$ cat config.mk
export PLATFORM = sky130hd
export DESIGN_NAME = bdos_console
export DESIGN_NICKNAME = d
export VERILOG_FILES = /design/src/rtl/bdos_console.sv
export SDC_FILE = /design/constraint.sdc
export NUM_CORES = 1
export LEC_CHECK = 0
export ABC_CLOCK_PERIOD_IN_PS = 2100
export CAP_MARGIN = 40
export CORE_ASPECT_RATIO = 0.75
export CORE_MARGIN = 10
export CORE_UTILIZATION = 55
export DETAILED_ROUTE_END_ITERATION = 12
export DONT_BUFFER_PORTS = 1
export MAX_ROUTING_LAYER = met4
export PLACE_DENSITY_LB_ADDON = 0.08
export SYNTH_ARGS = -nofsm -noshare
export SYNTH_HDL_FRONTEND = slang
export SYNTH_SLANG_ARGS = --single-unit
$ cat constraint.sdc
create_clock -name clk -period 2.1 [get_ports clk]
set_input_delay 0.42 -clock clk [delete_from_list [all_inputs] [get_ports clk]]
set_output_delay 0.42 -clock clk [all_outputs]
set_load 0.005 [all_outputs]
$ cat src/rtl/bdos_console.sv
// CP/M BDOS console-output responder: traps fetches from the BDOS entry point and
// services function 2 (print E) and function 9 (print '$'-terminated string at DE).
module bdos_console #(
    parameter logic [15:0] BDOS_ADDR = 16'h0005,
    parameter logic [7:0]  TERM      = 8'h24,
    parameter int          MAX_LEN   = 256
) (
    input  logic        clk,
    input  logic        rst,
    input  logic        m1,
    input  logic [15:0] pc,
    input  logic [7:0]  c_reg,
    input  logic [15:0] de,
    output logic        hold,
    output logic        mem_rd,
    output logic [15:0] mem_addr,
    input  logic [7:0]  mem_data,
    output logic [7:0]  tx_data,
    output logic        tx_valid,
    input  logic        tx_ready,
    output logic        err_valid,
    output logic [7:0]  err_code
);

    typedef enum logic [1:0] {
        S_IDLE  = 2'd0,
        S_FETCH = 2'd1,
        S_CHECK = 2'd2,
        S_SEND  = 2'd3
    } state_t;

    localparam logic [15:0] LEN_LIMIT = 16'(MAX_LEN);

    state_t      r_state, w_state_nxt;
    logic [15:0] r_ptr, w_ptr_nxt;
    logic [15:0] r_count, w_count_nxt;
    logic        r_fn9, w_fn9_nxt;
    logic        r_hold, w_hold_nxt;
    logic        r_mem_rd, w_mem_rd_nxt;
    logic [15:0] r_mem_addr, w_mem_addr_nxt;
    logic [7:0]  r_tx_data, w_tx_data_nxt;
    logic        r_tx_valid, w_tx_valid_nxt;
    logic        r_err_valid, w_err_valid_nxt;
    logic [7:0]  r_err_code, w_err_code_nxt;

    // State and output registers; every output comes straight from a flop.
    always_ff @(posedge clk or negedge rst) begin
        if (!rst) begin
            r_state     <= S_IDLE;
            r_ptr       <= 16'h0000;
            r_count     <= 16'h0000;
            r_fn9       <= 1'b0;
            r_hold      <= 1'b0;
            r_mem_rd    <= 1'b0;
            r_mem_addr  <= 16'h0000;
            r_tx_data   <= 8'h00;
            r_tx_valid  <= 1'b0;
            r_err_valid <= 1'b0;
            r_err_code  <= 8'h00;
        end else begin
            r_state     <= w_state_nxt;
            r_ptr       <= w_ptr_nxt;
            r_count     <= w_count_nxt;
            r_fn9       <= w_fn9_nxt;
            r_hold      <= w_hold_nxt;
            r_mem_rd    <= w_mem_rd_nxt;
            r_mem_addr  <= w_mem_addr_nxt;
            r_tx_data   <= w_tx_data_nxt;
            r_tx_valid  <= w_tx_valid_nxt;
            r_err_valid <= w_err_valid_nxt;
            r_err_code  <= w_err_code_nxt;
        end
    end

    // Next-state and next-output logic; mem_rd/hold are precomputed so they are
    // registered in the same cycle the FSM enters FETCH / leaves IDLE.
    always_comb begin
        w_state_nxt     = r_state;
        w_ptr_nxt       = r_ptr;
        w_count_nxt     = r_count;
        w_fn9_nxt       = r_fn9;
        w_mem_rd_nxt    = 1'b0;
        w_mem_addr_nxt  = r_mem_addr;
        w_tx_data_nxt   = r_tx_data;
        w_tx_valid_nxt  = r_tx_valid;
        w_err_valid_nxt = 1'b0;
        w_err_code_nxt  = r_err_code;
        case (r_state)
            S_IDLE: begin
                if (m1 && (pc == BDOS_ADDR)) begin
                    if (c_reg == 8'd2) begin
                        w_tx_data_nxt  = de[7:0];
                        w_tx_valid_nxt = 1'b1;
                        w_fn9_nxt      = 1'b0;
                        w_state_nxt    = S_SEND;
                    end else if (c_reg == 8'd9) begin
                        w_ptr_nxt      = de;
                        w_count_nxt    = 16'h0000;
                        w_fn9_nxt      = 1'b1;
                        w_mem_rd_nxt   = 1'b1;
                        w_mem_addr_nxt = de;
                        w_state_nxt    = S_FETCH;
                    end else begin
                        w_err_valid_nxt = 1'b1;
                        w_err_code_nxt  = c_reg;
                    end
                end else begin
                    w_state_nxt = S_IDLE;
                end
            end
            S_FETCH: begin
                w_state_nxt = S_CHECK;
            end
            S_CHECK: begin
                if (mem_data == TERM) begin
                    w_state_nxt = S_IDLE;
                end else if (r_count == LEN_LIMIT) begin
                    w_err_valid_nxt = 1'b1;
                    w_err_code_nxt  = 8'hFF;
                    w_state_nxt     = S_IDLE;
                end else begin
                    w_tx_data_nxt  = mem_data;
                    w_tx_valid_nxt = 1'b1;
                    w_state_nxt    = S_SEND;
                end
            end
            S_SEND: begin
                if (tx_ready) begin
                    w_tx_valid_nxt = 1'b0;
                    if (r_fn9) begin
                        w_ptr_nxt      = r_ptr + 16'd1;
                        w_count_nxt    = r_count + 16'd1;
                        w_mem_rd_nxt   = 1'b1;
                        w_mem_addr_nxt = r_ptr + 16'd1;
                        w_state_nxt    = S_FETCH;
                    end else begin
                        w_state_nxt = S_IDLE;
                    end
                end else begin
                    w_state_nxt = S_SEND;
                end
            end
            default: begin
                w_tx_valid_nxt = 1'b0;
                w_state_nxt    = S_IDLE;
            end
        endcase
        w_hold_nxt = (w_state_nxt != S_IDLE);
    end

    assign hold      = r_hold;
    assign mem_rd    = r_mem_rd;
    assign mem_addr  = r_mem_addr;
    assign tx_data   = r_tx_data;
    assign tx_valid  = r_tx_valid;
    assign err_valid = r_err_valid;
    assign err_code  = r_err_code;

endmodule

==> results.json <==
{
  "cts_buffers": 5,
  "avgSynthCellArea_um2": 9.23,
  "finalCriticalPeriod_ns": 2.12,
  "maxSlewViolCount": 0,
  "grt_max_degree": 56,
  "insertion_delay_ns": 0.31,
  "intPower_w": 0.00272,
  "combPwrFrac_pct": 51.0,
  "synth.most_common_cell": "dfrtp_1",
  "reg2reg_slack_ns": 0.06,
  "fin_nets": 472,
  "synthMuxAreaShare_pct": 6.38,
  "antenna_found_initial": 0,
  "worstMarginPinSlew_ns": 0.551,
  "fmaxAchievable_mhz": 471,
  "remaining_drc_errors": 0,
  "status": "finished, violations left",
  "drtIter0Drc": 245,
  "cts_buffer_depth": 2,
  "timing.clock.skew_ns": 0.00724,
  "drive_above_1_share_pct": 30.4,
  "initial_core_util_pct": 56.9,
  "hold_class": "in -> reg",
  "final.setup.tns_ns": -0.0232,
  "endpoint_kind": "flop",
  "relSlewSlack_pct": 62.9,
  "grt.total_usage_pct": 22.7,
  "wl_um": 10600,
  "ys_ff_latch": 55,
  "yosysUniqueCellTypes": 54,
  "rows": 24,
  "grt_overflow_total": 0,
  "synth_edf_count": 0,
  "rr_endpoint": "mem_addr[4]$_DFFE_PN0P_",
  "dp_hpwl_um": 7840,
  "dr.pass1.iters": 5,
  "maxCapViolations": 0,
  "hp-start": "c_reg[4]",
  "syn2layout_area_growth_pct": 25.7,
  "vias_per_cell": 6.65,
  "die_h_um": 87.2,
  "power_switching_w": 0.00185,
  "die_area_um2": 9560,
  "min_to": "err_code[4]$_DFFE_PN0P_",
  "yosys-top-cells-area": "dfrtp_1 42%, mux2_2 5.8%, o21ai_0 4.2%",
  "htreeDepth": 2,
  "clkTransAtPathRegs_ns": 0.10,
  "synthTopCellsByCount": "55 x dfrtp_1, 31 x nand2_1, 28 x o21ai_0",
  "synth-main-ff-cell": "dfrtp_1",
  "place_congestion": 0.903,
  "setup_ws_ns": -0.0232,
  "ys.warnings.count": 0,
  "hold_viol": 0,
  "yosysTopAreaCellShare_pct": 41.5,
  "path_max_fanout": 9,
  "critPathKind": "in -> reg",
  "crit_arrival_ns": 2.32,
  "syn_inst": 359,
  "synthXorXnorAreaFrac_pct": 0,
  "syn_area_um2": 3310,
  "ant_nets": 0,
  "yosysSeqAreaShare_pct": 41.5,
  "grt_pass1_wl_um": 16600,
  "r2r_start": "r_state[0]$_DFF_PN0_",
  "p_seq_share_pct": 32.9,
  "io-pin-count": 88,
  "vdd_ir_drop_max_mv": 0.663,
  "utilization_pct": 71.5,
  "synthAdderAreaFrac_pct": 2.64,
  "final-setup-viol-count": 1,
  "cts_tree": "built",
  "synth_top_family_by_area": "compound AO/OA/AOI/OAI gates",
  "violations": "setup timing",
  "synthesis.nets": 418,
  "post-synth-top-area-cell": "dfrtp_1",
  "start_kind": "primary input",
  "rsz0062_at_grt": "yes",
  "preCtsSetupSlack_ns": -0.405,
  "reg2reg_depth": 7,
  "powerDensity_nw_per_um2": 1100,
  "postSynth.asyncResetShare_pct": 100,
  "period_share_pct": 101,
  "p_leak_nw": 1.65,
  "cp.required_ns": 2.30,
  "num_vias": 3280,
  "power.clock.fraction_pct": 16.1,
  "holdPathStages": 1,
  "p_sw_share_pct": 40.5,
  "io_buffers": 0,
  "cts.sink_count": 55,
  "wl_per_cell_um": 21.6,
  "yosys.area_share.simple_pct": 22.7,
  "synth_compound_area_share_pct": 22.9,
  "die_w_um": 110,
  "grt_pass1_vias": 3222,
  "core_area_um2": 5830,
  "cts-root-buf": "clkbuf_8"
}
kinds of logic (layout without fill, tap and decap cells):
group / Yosys count / count (layout)
simple gates: 136 / 136
compound gates: 110 / 110
flops: 55 / 55
buf+inv: 32 / 87
mux: 19 / 19
fa+ha+maj: 7 / 7
other cells: 0 / 1
layer usage:
metal | share of wire [%] | vias to the layer above | global-route usage, %
met5 | 0 | - | -
met2 | 48 | 189 | 35.0
met1 | 40 | 1584 | 28.6
met3 | 11 | 16 | 7.03
met4 | 0.84 | 0 | 5.07
li1 | - | 1491 | -
layout by cell type (no fill, tap or decap), drive strengths merged, types with 7 or more instances in the layout:
cell type  synthesis  routed
buf                2      62
dfrtp             55      55
nand2             31      31
o21ai             30      30
nand3             23      23
nor2              19      19
mux2              17      17
o31ai             17      17
inv               15      15
a21oi             13      13
nor3              12      12
or4               12      12
o22a               8       8
ha                 7       7
power by group through the flow:
stage	Sequential, W	Combinational (W)	Clock (W)
after floorplan	0.00151	0.00130	0
after global placement	0.00152	0.00208	0
after detailed placement	0.00152	0.00214	0
after CTS	0.00150	0.00224	0.000750
after global routing	0.00154	0.00251	0.000798
final	0.00150	0.00233	0.000733
layout make-up:
| type | count | area [um^2] |
|---|---|---|
| Clock inverter | 2 | 35.0 |
| Fill cell | 443 | 1660 |
| Clock buffer | 6 | 82.6 |
| Timing Repair Buffer | 63 | 532 |
| Tap cell | 78 | 97.6 |
| Inverter | 16 | 60.1 |
| Sequential cell | 55 | 1380 |
| Antenna cell | 1 | 2.50 |
| Multi-Input combinational cell | 272 | 1980 |
worst max path at each step:
stage / cells after the start / end / startpoint / slack, ns
floorplan: 6 / mem_addr[11]$_DFFE_PN0P_ / pc[4] / -0.34
global placement: 6 / mem_addr[14]$_DFFE_PN0P_ / c_reg[7] / -0.38
detailed placement: 6 / mem_addr[14]$_DFFE_PN0P_ / c_reg[7] / -0.40
CTS: 5 / mem_addr[11]$_DFFE_PN0P_ / pc[4] / -0.01
global route: 5 / mem_addr[11]$_DFFE_PN0P_ / pc[4] / -0.05
finish: 5 / mem_addr[11]$_DFFE_PN0P_ / pc[4] / -0.02
through the flow:
stage	cells	hold slack, ns	cell area, um^2	power [W]
finish	493	0.246	4170	0.00456
floorplan	359	0.124	3390	0.00280
global route	492	0.228	4160	0.00485
CTS	492	0.237	4080	0.00449
detailed placement	482	0.127	3870	0.00366
global placement	482	0.126	3870	0.00360
state kept, by name, summed over array words and instances, names as in the netlist:
register   count
tx_data        8
tx_valid       1
mem_rd         1
r_count       16
mem_addr      16
err_code       8
hold           1
r_fn9          1
err_valid      1
r_state        2
critical path: stages:
cell and delay [ns]:
or4b_4 0.53, or4_4 0.58, or4_1 0.49, a21o_1 0.17, and3_1 0.13
what timing repair did:
action | in CTS | in global routing
pin swaps | 3 | 3
hold endpoints to repair | 55 | 0
buffers inserted | 0 | 0
hold buffers | 2 | 0
endpoints found under the setup margin | 25 | 21
resized for setup | 11 | 20
Note: power is estimated with default switching activity, not from simulation.
